===== config.mk =====
export PLATFORM = sky130hd
export DESIGN_NAME = control_seq
export DESIGN_NICKNAME = d
export VERILOG_FILES = /design/src/rtl/control_seq.sv
export SDC_FILE = /design/constraint.sdc
export NUM_CORES = 1
export LEC_CHECK = 0
export ABC_AREA = 1
export BUFFER_PORTS_ARGS = -buffer_cell sky130_fd_sc_hd__clkbuf_2
export CORE_AREA = 2 2 39 41
export DETAILED_ROUTE_END_ITERATION = 10
export DIE_AREA = 0 0 41 43
export GPL_ROUTABILITY_DRIVEN = 0
export GPL_TIMING_DRIVEN = 0
export PLACE_DENSITY = 0.65
export SLEW_MARGIN = 10
export SYNTH_ARGS = -nofsm -noshare
export SYNTH_HDL_FRONTEND = slang
export SYNTH_SLANG_ARGS = --single-unit

===== constraint.sdc =====
create_clock -name clk -period 1.5 [get_ports clk]
set_clock_uncertainty 0.2 [all_clocks]
set_input_delay 0.45 -clock clk [delete_from_list [all_inputs] [get_ports clk]]
set_output_delay 0.45 -clock clk [all_outputs]
set_load 0.01 [all_outputs]

===== src/rtl/control_seq.sv =====
// control_seq: cycle sequencer for the Nandy core.
//
// Generates the decoder phase (`cycle`), stretches memory phases with the
// `mem_rdy` handshake, retires instructions (`fetch`), optionally takes
// interrupts between instructions, and halts with a sticky `bus_err` when a
// memory access stalls for longer than TIMEOUT clocks.
//
// Optional feature macro: SEQ_IRQ_EN
//   defined   : IRQ state, `ie` register and `irq_ack` pulse are present.
//   undefined : `irq`, `nCLI`, `nLJR` are ignored; `ie` and `irq_ack` tie to 0.
//
// Parameters:
//   INST_W  - instruction width; class bits are inst[INST_W-1:INST_W-3]
//   WAIT_W  - wait-state counter width
//   TIMEOUT - stalled clocks tolerated before bus error (0 disables)
//
// Ports:
//   clk      in   clock, all state on rising edge
//   nRST     in   synchronous active-low reset
//   inst     in   instruction held in the fetch register
//   mem_rdy  in   memory port completes the current access this cycle
//   irq      in   level interrupt request
//   nCLI     in   decoder: low at retire clears interrupt enable
//   nLJR     in   decoder: low at retire sets interrupt enable
//   cycle    out  decoder phase, 0 = first, 1 = second
//   mem_req  out  memory access pending this cycle
//   fetch    out  instruction retires this cycle
//   stall    out  memory access pending and not ready
//   irq_ack  out  one-clock pulse on interrupt entry
//   ie       out  interrupt enable state
//   bus_err  out  sticky timeout flag

module control_seq #(
  parameter int unsigned INST_W  = 8,
  parameter int unsigned WAIT_W  = 4,
  parameter int unsigned TIMEOUT = 15
) (
  input  logic              clk,
  input  logic              nRST,
  input  logic [INST_W-1:0] inst,
  input  logic              mem_rdy,
  input  logic              irq,
  input  logic              nCLI,
  input  logic              nLJR,
  output logic              cycle,
  output logic              mem_req,
  output logic              fetch,
  output logic              stall,
  output logic              irq_ack,
  output logic              ie,
  output logic              bus_err
);

`ifdef SEQ_IRQ_EN
  typedef enum logic [1:0] {StEx0, StEx1, StIrq, StErr} state_e;
`else
  typedef enum logic [1:0] {StEx0, StEx1, StErr} state_e;
`endif

  state_e            stateQ, stateD;
  logic [WAIT_W-1:0] waitCntQ, waitCntD;

  logic twoPhase;
  logic memClass;
  logic memReqC;
  logic stallC;
  logic retire;
  logic timedOut;

  // Only the top two class bits steer the sequencer; the rest belong to the decoder.
  assign twoPhase = inst[INST_W-1];
  assign memClass = twoPhase & ~inst[INST_W-2];

  logic unusedInstBits;
  assign unusedInstBits = ^inst[INST_W-3:0];

`ifdef SEQ_IRQ_EN
  logic ieQ, ieD;
  logic ieNext;

  // Clear wins when the decoder asserts both controls on the same retire.
  always_comb begin
    ieNext = ieQ;
    if (!nCLI) begin
      ieNext = 1'b0;
    end else if (!nLJR) begin
      ieNext = 1'b1;
    end
  end
`else
  logic unusedIrqIn;
  assign unusedIrqIn = ^{irq, nCLI, nLJR};
`endif

  always_comb begin
    stateD  = stateQ;
    memReqC = 1'b0;
    retire  = 1'b0;
`ifdef SEQ_IRQ_EN
    ieD     = ieQ;
`endif

    case (stateQ)
      StEx0: begin
        if (twoPhase) begin
          memReqC = 1'b1;
          if (mem_rdy) begin
            stateD = StEx1;
          end
        end else begin
          retire = 1'b1;
        end
      end
      StEx1: begin
        if (memClass) begin
          memReqC = 1'b1;
          retire  = mem_rdy;
        end else begin
          // Jump class: second phase needs no memory access.
          retire = 1'b1;
        end
      end
`ifdef SEQ_IRQ_EN
      StIrq: begin
        ieD    = 1'b0;
        stateD = StEx0;
      end
`endif
      StErr: begin
        stateD = StErr;
      end
      default: begin
        stateD = StEx0;
      end
    endcase

    stallC = memReqC & ~mem_rdy;

    if (retire) begin
`ifdef SEQ_IRQ_EN
      ieD    = ieNext;
      // irq is sampled only here; it is never latched between retires.
      stateD = (irq && ieNext) ? StIrq : StEx0;
`else
      stateD = StEx0;
`endif
    end

    timedOut = (TIMEOUT != 0) && stallC && (waitCntQ == WAIT_W'(TIMEOUT));
    if (timedOut) begin
      stateD = StErr;
    end

    if ((stateD != stateQ) || mem_rdy) begin
      waitCntD = '0;
    end else if (stallC) begin
      waitCntD = waitCntQ + 1'b1;
    end else begin
      waitCntD = waitCntQ;
    end
  end

  always_ff @(posedge clk) begin
    if (!nRST) begin
      stateQ   <= StEx0;
      waitCntQ <= '0;
    end else begin
      stateQ   <= stateD;
      waitCntQ <= waitCntD;
    end
  end

`ifdef SEQ_IRQ_EN
  always_ff @(posedge clk) begin
    if (!nRST) begin
      ieQ <= 1'b0;
    end else begin
      ieQ <= ieD;
    end
  end

  assign ie      = ieQ;
  assign irq_ack = nRST & (stateQ == StIrq);
`else
  assign ie      = 1'b0;
  assign irq_ack = 1'b0;
`endif

  // Pulses and phase are masked while reset is held so nothing leaks out
  // before the reset edge lands.
  assign fetch   = nRST & retire;
  assign mem_req = nRST & memReqC;
  assign stall   = nRST & stallC;
  assign cycle   = nRST & (stateQ == StEx1);
  assign bus_err = (stateQ == StErr);

endmodule


==> results.ini, run 1 <==
[synth]
syn_inst = 71
muxShareOfSynthArea_pct = 0
synthXorXnorAreaFrac_pct = 2.02
avgSynthCellArea_um2 = 6.12
synth-edff-count = 0
ys_types = 19
synth_top_area_cell = dfxtp_1
synth_common_cells = nand2_1 (21), nor2_1 (13), inv_1 (11), dfxtp_1 (6), nand3_1 (4)
ys.flop_type = dfxtp_1
synth_top_area_share_pct = 27.7
netlist_area_um2 = 434
ys_seq_area_share_pct = 27.7
synth-simple-area-share_pct = 47.3
synthAdderAreaFrac_pct = 2.88
synth.most_common_cell = nand2_1
yosys-top-cells-area = dfxtp_1 (28%), nand2_1 (18%), nor2_1 (11%), inv_1 (9.5%), nor2_4 (5.2%)
synth_compound_area_share_pct = 4.32
ys_warn_count = 0
synthArstFlopShare_pct = 0
synth_top_family_by_area = simple AND/OR/NAND/NOR gates
ys_ff_latch = 6

[pwr]
peakVddDrop_mv = 0.350
pwr_density_cell_nw_per_um2 = 606
p_leak_nw = 0.312
power.total_uw = 384

[routing]
drc_errors = 0
via_count = 490
postRouteAntennaNets = 0
wire_per_inst_um = 9.12
first_pass_iters = 4
drtIter0Drc = 15
vias_per_cell = 4.54
routed_wl_um = 985

[finish]
fillers = 141
register_area_um2 = 125
antenna_cells = 0
multiInputGateArea_um2 = 284
area_delta_synth_final_pct = 46.1
nets = 109
drive_above_1_share_pct = 43.5

[global_routing]
grt_max_degree = 8
grt_usage_pct = 12.4
antenna_found_initial = 0
grt_pass1_wl_um = 1500
grt-ovfl-total = 0
grt_pass1_vias = 406

[worst_setup_path]
arrival_ns = 1.09
cp.required_ns = 0.85
rr_startpoint = stateQ[0]$_SDFF_PN0_
worst-setup-path-type = reg -> out
reg2reg_depth = 8
startpoint = stateQ[1]$_SDFF_PN0_
crit_fanout = 3
endpoint = cycle
rrSetupSlack_ns = 0.10
critPathLaunchType = register
r2r-end = waitCntQ[3]$_SDFFE_PP0P_
cp-end-kind = primary output

[sta]
clock.fmax_mhz = 576
setup_viol = 5
hold_violations = 0
slew_violations = 0
final.period_utilization_pct = 116
tns_ns = -0.871
setup_ws_ns = -0.236
fin_crit_ns = 1.74
rsz0062_at_grt = yes

[clock_network]
cts_tree = yes
ctsHoldBuffers = 0
clockRootBuffer = clkbuf_4
clkTransAtPathRegs_ns = 0.04
clk_latency_ns = 0.23
htree_levels = 1
cts_buffer_depth = 2
clock-sinks = 6
cts_buffers = 3

[status]
violations = negative setup slack
status = complete, but fails checks

[placement]
hpwlAfterDp_um = 619
place_ws_ns = -0.193
io_buffers = 9

[die]
start_util_pct = 31.4
ios = 21
row_count = 14
die_w_um = 41
dieArea_um2 = 1760
coreArea_um2 = 1380
die_h_um = 43

[job]
drv_cap = 0

[min_path]
hp-class = in -> reg

==> registers in the layout, summed over array words and instances, names as in the netlist <==
register  flops
waitCntQ      4
stateQ        2
==> what timing repair did <==
action | in CTS | in global routing
buffers inserted | 3 | 5
pin swaps | 5 | 8
endpoints found under the setup margin | 5 | 5
cloned | 0 | 0
resized for setup | 10 | 13
==> where the power goes <==
group | total, mW | switching (mW) | internal, mW
clock network | 0.137 | 0.0475 | 0.0898
logic | 0.0847 | 0.0475 | 0.0372
registers | 0.163 | 0.00185 | 0.161
==> logic make-up (layout without fill, tap and decap cells) <==
family	Yosys count	in the layout
fa+ha+maj	1	1
other cells	1	2
buf+inv	15	35
compound gates	3	3
simple gates	44	44
xor+xnor	1	1
flops	6	6
==> cell usage in the layout (no fill, tap or decap), types with 2 or more instances in the layout <==
master,netlist,routed
inv_2,1,3
nand3_1,4,4
inv_1,11,8
buf_6,0,2
buf_4,2,9
clkbuf_2,0,4
nor2_1,13,11
conb_1,1,2
nand2_1,21,18
clkbuf_4,0,3
buf_2,0,4
dfxtp_1,6,4
nand2_2,1,3
nor2_4,2,4
==> how the worst min path moves through the flow <==
stage | from | to | slack, ns | depth (start not counted)
finish | nRST | stateQ[1]$_SDFF_PN0_ | 0.33 | 3
global placement | waitCntQ[1]$_SDFFE_PP0P_ | waitCntQ[1]$_SDFFE_PP0P_ | 0.35 | 4
global route | nRST | stateQ[1]$_SDFF_PN0_ | 0.36 | 3
CTS | nRST | stateQ[1]$_SDFF_PN0_ | 0.32 | 3
detailed placement | waitCntQ[3]$_SDFFE_PP0P_ | waitCntQ[3]$_SDFFE_PP0P_ | 0.35 | 4
floorplan | waitCntQ[3]$_SDFFE_PP0P_ | waitCntQ[3]$_SDFFE_PP0P_ | 0.33 | 4
==> layout make-up <==
cell class | count | share of cell area [%]
Inverter | 13 | 8.28
Clock buffer | 3 | 3.55
Buffer | 2 | 2.37
Timing Repair Buffer | 17 | 18.1
Tap cell | 16 | 3.16
Multi-Input combinational cell | 51 | 44.8
Sequential cell | 6 | 19.7
==> worst max-delay path: stages (launching register included) <==
cell     delay (ns)
dfxtp_4        0.36
nor2_4         0.13
buf_6          0.11
inv_2          0.03
nor2_1         0.08
buf_2          0.14
==> metal layers <==
layer	share of wire [%]	GRT usage [%]	wire (um)	vias to the layer above
li1	-	-	-	253
met1	40	14.8	397	214
met2	52	18.4	516	21
met3	5.4	3.14	53	2
met4	1.8	8.00	18	0
met5	0	0	0	-
==> metrics by stage <==
stage,area (um2),cells,hold WS [ns],utilization [%]
5_1_grt,634,108,0.364,45.8
6_report,634,108,0.332,45.8
2_1_floorplan,438,72,0.329,-
4_1_cts,571,103,0.323,41.2
3_5_place_dp,503,97,0.354,36.3
3_3_place_gp,503,97,0.351,36.3
No activity file was read; power rests on OpenSTA's default activity.
==> inputs of run 2 (changes only) <==
--- a/config.mk
+++ b/config.mk
@@ -7,12 +7,13 @@
 export LEC_CHECK = 0
 export ABC_AREA = 1
 export BUFFER_PORTS_ARGS = -buffer_cell sky130_fd_sc_hd__clkbuf_2
-export CORE_AREA = 2 2 39 41
+export CORE_AREA = 4 4 41 43
 export DETAILED_ROUTE_END_ITERATION = 10
-export DIE_AREA = 0 0 41 43
+export DIE_AREA = 0 0 45 47
 export GPL_ROUTABILITY_DRIVEN = 0
 export GPL_TIMING_DRIVEN = 0
 export PLACE_DENSITY = 0.65
+export SETUP_SLACK_MARGIN = 0.3
 export SLEW_MARGIN = 10
 export SYNTH_ARGS = -nofsm -noshare
 export SYNTH_HDL_FRONTEND = slang
==> run 2 against run 1 <==
Net effect: the run still ends with negative setup slack left; core utilization rose by 4.4 points; first-iteration DRC count fell by 87%; register-to-register slack got worse by 0.07 ns; critical endpoint is now fetch.
==> results.ini, run 2 (synthesis gave the netlist of run 1 again) <==
[pwr]
pwr_density_cell_nw_per_um2 = 610  ; +0.62%
p_leak_nw = 0.313  ; +0.21%
peakVddDrop_mv = 0.427  ; +22%
power.total_uw = 398  ; +3.6%

[placement]
place_ws_ns = -0.248  ; -0.0555 ns
io_buffers = 9  ; unchanged
dpl-instance-area_um2 = 531  ; +5.5%
hpwlAfterDp_um = 668  ; +8.0%

[worst_setup_path]
cp-end-kind = primary output
critPathLaunchType = register
crit_fanout = 3  ; unchanged
arrival_ns = 1.05  ; -0.04 ns
cp.required_ns = 0.85  ; about the same
worst-setup-path-type = reg -> out

[sta]
final.period_utilization_pct = 113  ; -2.4 points
rsz0062_at_grt = yes
clock.fmax_mhz = 588  ; +2.2%
fin_crit_ns = 1.70  ; -0.0367 ns
setup_viol = 5  ; unchanged
setup_ws_ns = -0.200  ; +0.0367 ns
slew_violations = 0  ; unchanged
hold_violations = 0  ; unchanged

[global_routing]
grt_pass1_vias = 364  ; -10%
grt_max_degree = 8  ; unchanged
grt_pass1_wl_um = 1500  ; unchanged
grt_usage_pct = 10.1  ; -2.2 points
grt-ovfl-total = 0  ; unchanged
antenna_found_initial = 0  ; unchanged

[die]
die_h_um = 47  ; +9.3%
coreArea_um2 = 1300  ; -6.0%
start_util_pct = 33.4  ; +2.0 points
ios = 21  ; unchanged
dieArea_um2 = 2120  ; +20%
die_w_um = 45  ; +9.8%
row_count = 13  ; -1

[routing]
routed_wl_um = 955  ; -3.0%
wire_per_inst_um = 9.18  ; +0.68%
postRouteAntennaNets = 0  ; unchanged
vias_per_cell = 4.20  ; -7.4%
drc_errors = 0  ; unchanged
via_count = 437  ; -11%
first_pass_iters = 3  ; -1
drtIter0Drc = 2  ; -13

[finish]
mostFrequentLayoutCells = nand2_1 (18), inv_1 (8), nor2_2 (6), nor2_1 (6), buf_4 (5)
drive_above_1_share_pct = 48.3  ; +4.8 points
fin_util_pct = 50.2  ; +4.4 points
fillers = 137  ; -2.8%
top_regs = waitCntQ (4), stateQ (2)
antenna_cells = 0  ; unchanged
largest_register_ffs = 4  ; unchanged
final_area_um2 = 653  ; +3.0%
final_common_cell = nand2_1
largest_register = waitCntQ
nets = 106  ; -2.8%
area_delta_synth_final_pct = 50.4

[clock_network]
cts_tree = yes
clkTransAtPathRegs_ns = 0.04  ; about the same
htree_levels = 1  ; unchanged
clock-sinks = 6  ; unchanged
cts_buffer_depth = 2  ; unchanged
ctsHoldBuffers = 0  ; unchanged
cts_buffers = 3  ; unchanged
clk_latency_ns = 0.24  ; about the same
clockRootBuffer = clkbuf_4

[job]
drv_cap = 0  ; unchanged

[min_path]
hp-class = in -> reg

[status]
status = complete, but fails checks
violations = negative setup slack

-- run 2: critical path, stage by stage (launching register included) --
cell	delay (ns)
dfxtp_2	0.35
nor2_4	0.14
nand2_2	0.09
a21oi_2	0.10
buf_2	0.13
-- run 2: worst paths after layout --
| check | from | to | slack (ns) | depth (start not counted) |
|---|---|---|---|---|
| max | stateQ[1]$_SDFF_PN0_ | fetch | -0.20 | 4 |
| max reg2reg | stateQ[0]$_SDFF_PN0_ | stateQ[1]$_SDFF_PN0_ | 0.03 | 9 |
| min reg2reg | waitCntQ[1]$_SDFFE_PP0P_ | waitCntQ[1]$_SDFFE_PP0P_ | 0.37 | 4 |
| min | nRST | stateQ[1]$_SDFF_PN0_ | 0.35 | 3 |
-- run 2: what timing repair did --
action | in CTS | in global routing
endpoints found under the setup margin | 11 | 11
pin swaps | 8 | 4
resized for setup | 15 | 8
endpoints found under the hold margin | 0 | 0
buffers inserted | 4 | 1
-- run 2: report_power, final --
part	switching (mW)	internal (mW)
sequential	0.00173	0.162
clock	0.0527	0.0901
combinational	0.0500	0.0413
-- run 2: final cells by class --
| cell class | count | area [um2] | share of cell area (%) |
|---|---|---|---|
| Multi-Input combinational cell | 51 | 302 | 46.2 |
| Sequential cell | 6 | 123 | 18.8 |
| Timing Repair Buffer | 14 | 110 | 16.9 |
| Inverter | 13 | 62.6 | 9.58 |
| Clock buffer | 3 | 22.5 | 3.45 |
| Tap cell | 15 | 18.8 | 2.87 |
| Buffer | 2 | 15.0 | 2.30 |
-- run 2: per-layer routing --
metal | track usage, % | share of wire (%)
met5 | 0 | 0
met4 | 8.77 | 0.84
met3 | 2.30 | 3.2
met2 | 16.1 | 50
met1 | 11.4 | 46
-- run 2: stage by stage --
stage          setup TNS (ns)  instances  hold WS [ns]
2_1_floorplan               0         72         0.329
3_3_place_gp            -1.21         96         0.357
3_5_place_dp            -1.28         96         0.354
4_1_cts                -0.916        103         0.346
5_1_grt                 -1.26        104         0.361
6_report               -0.800        104         0.351
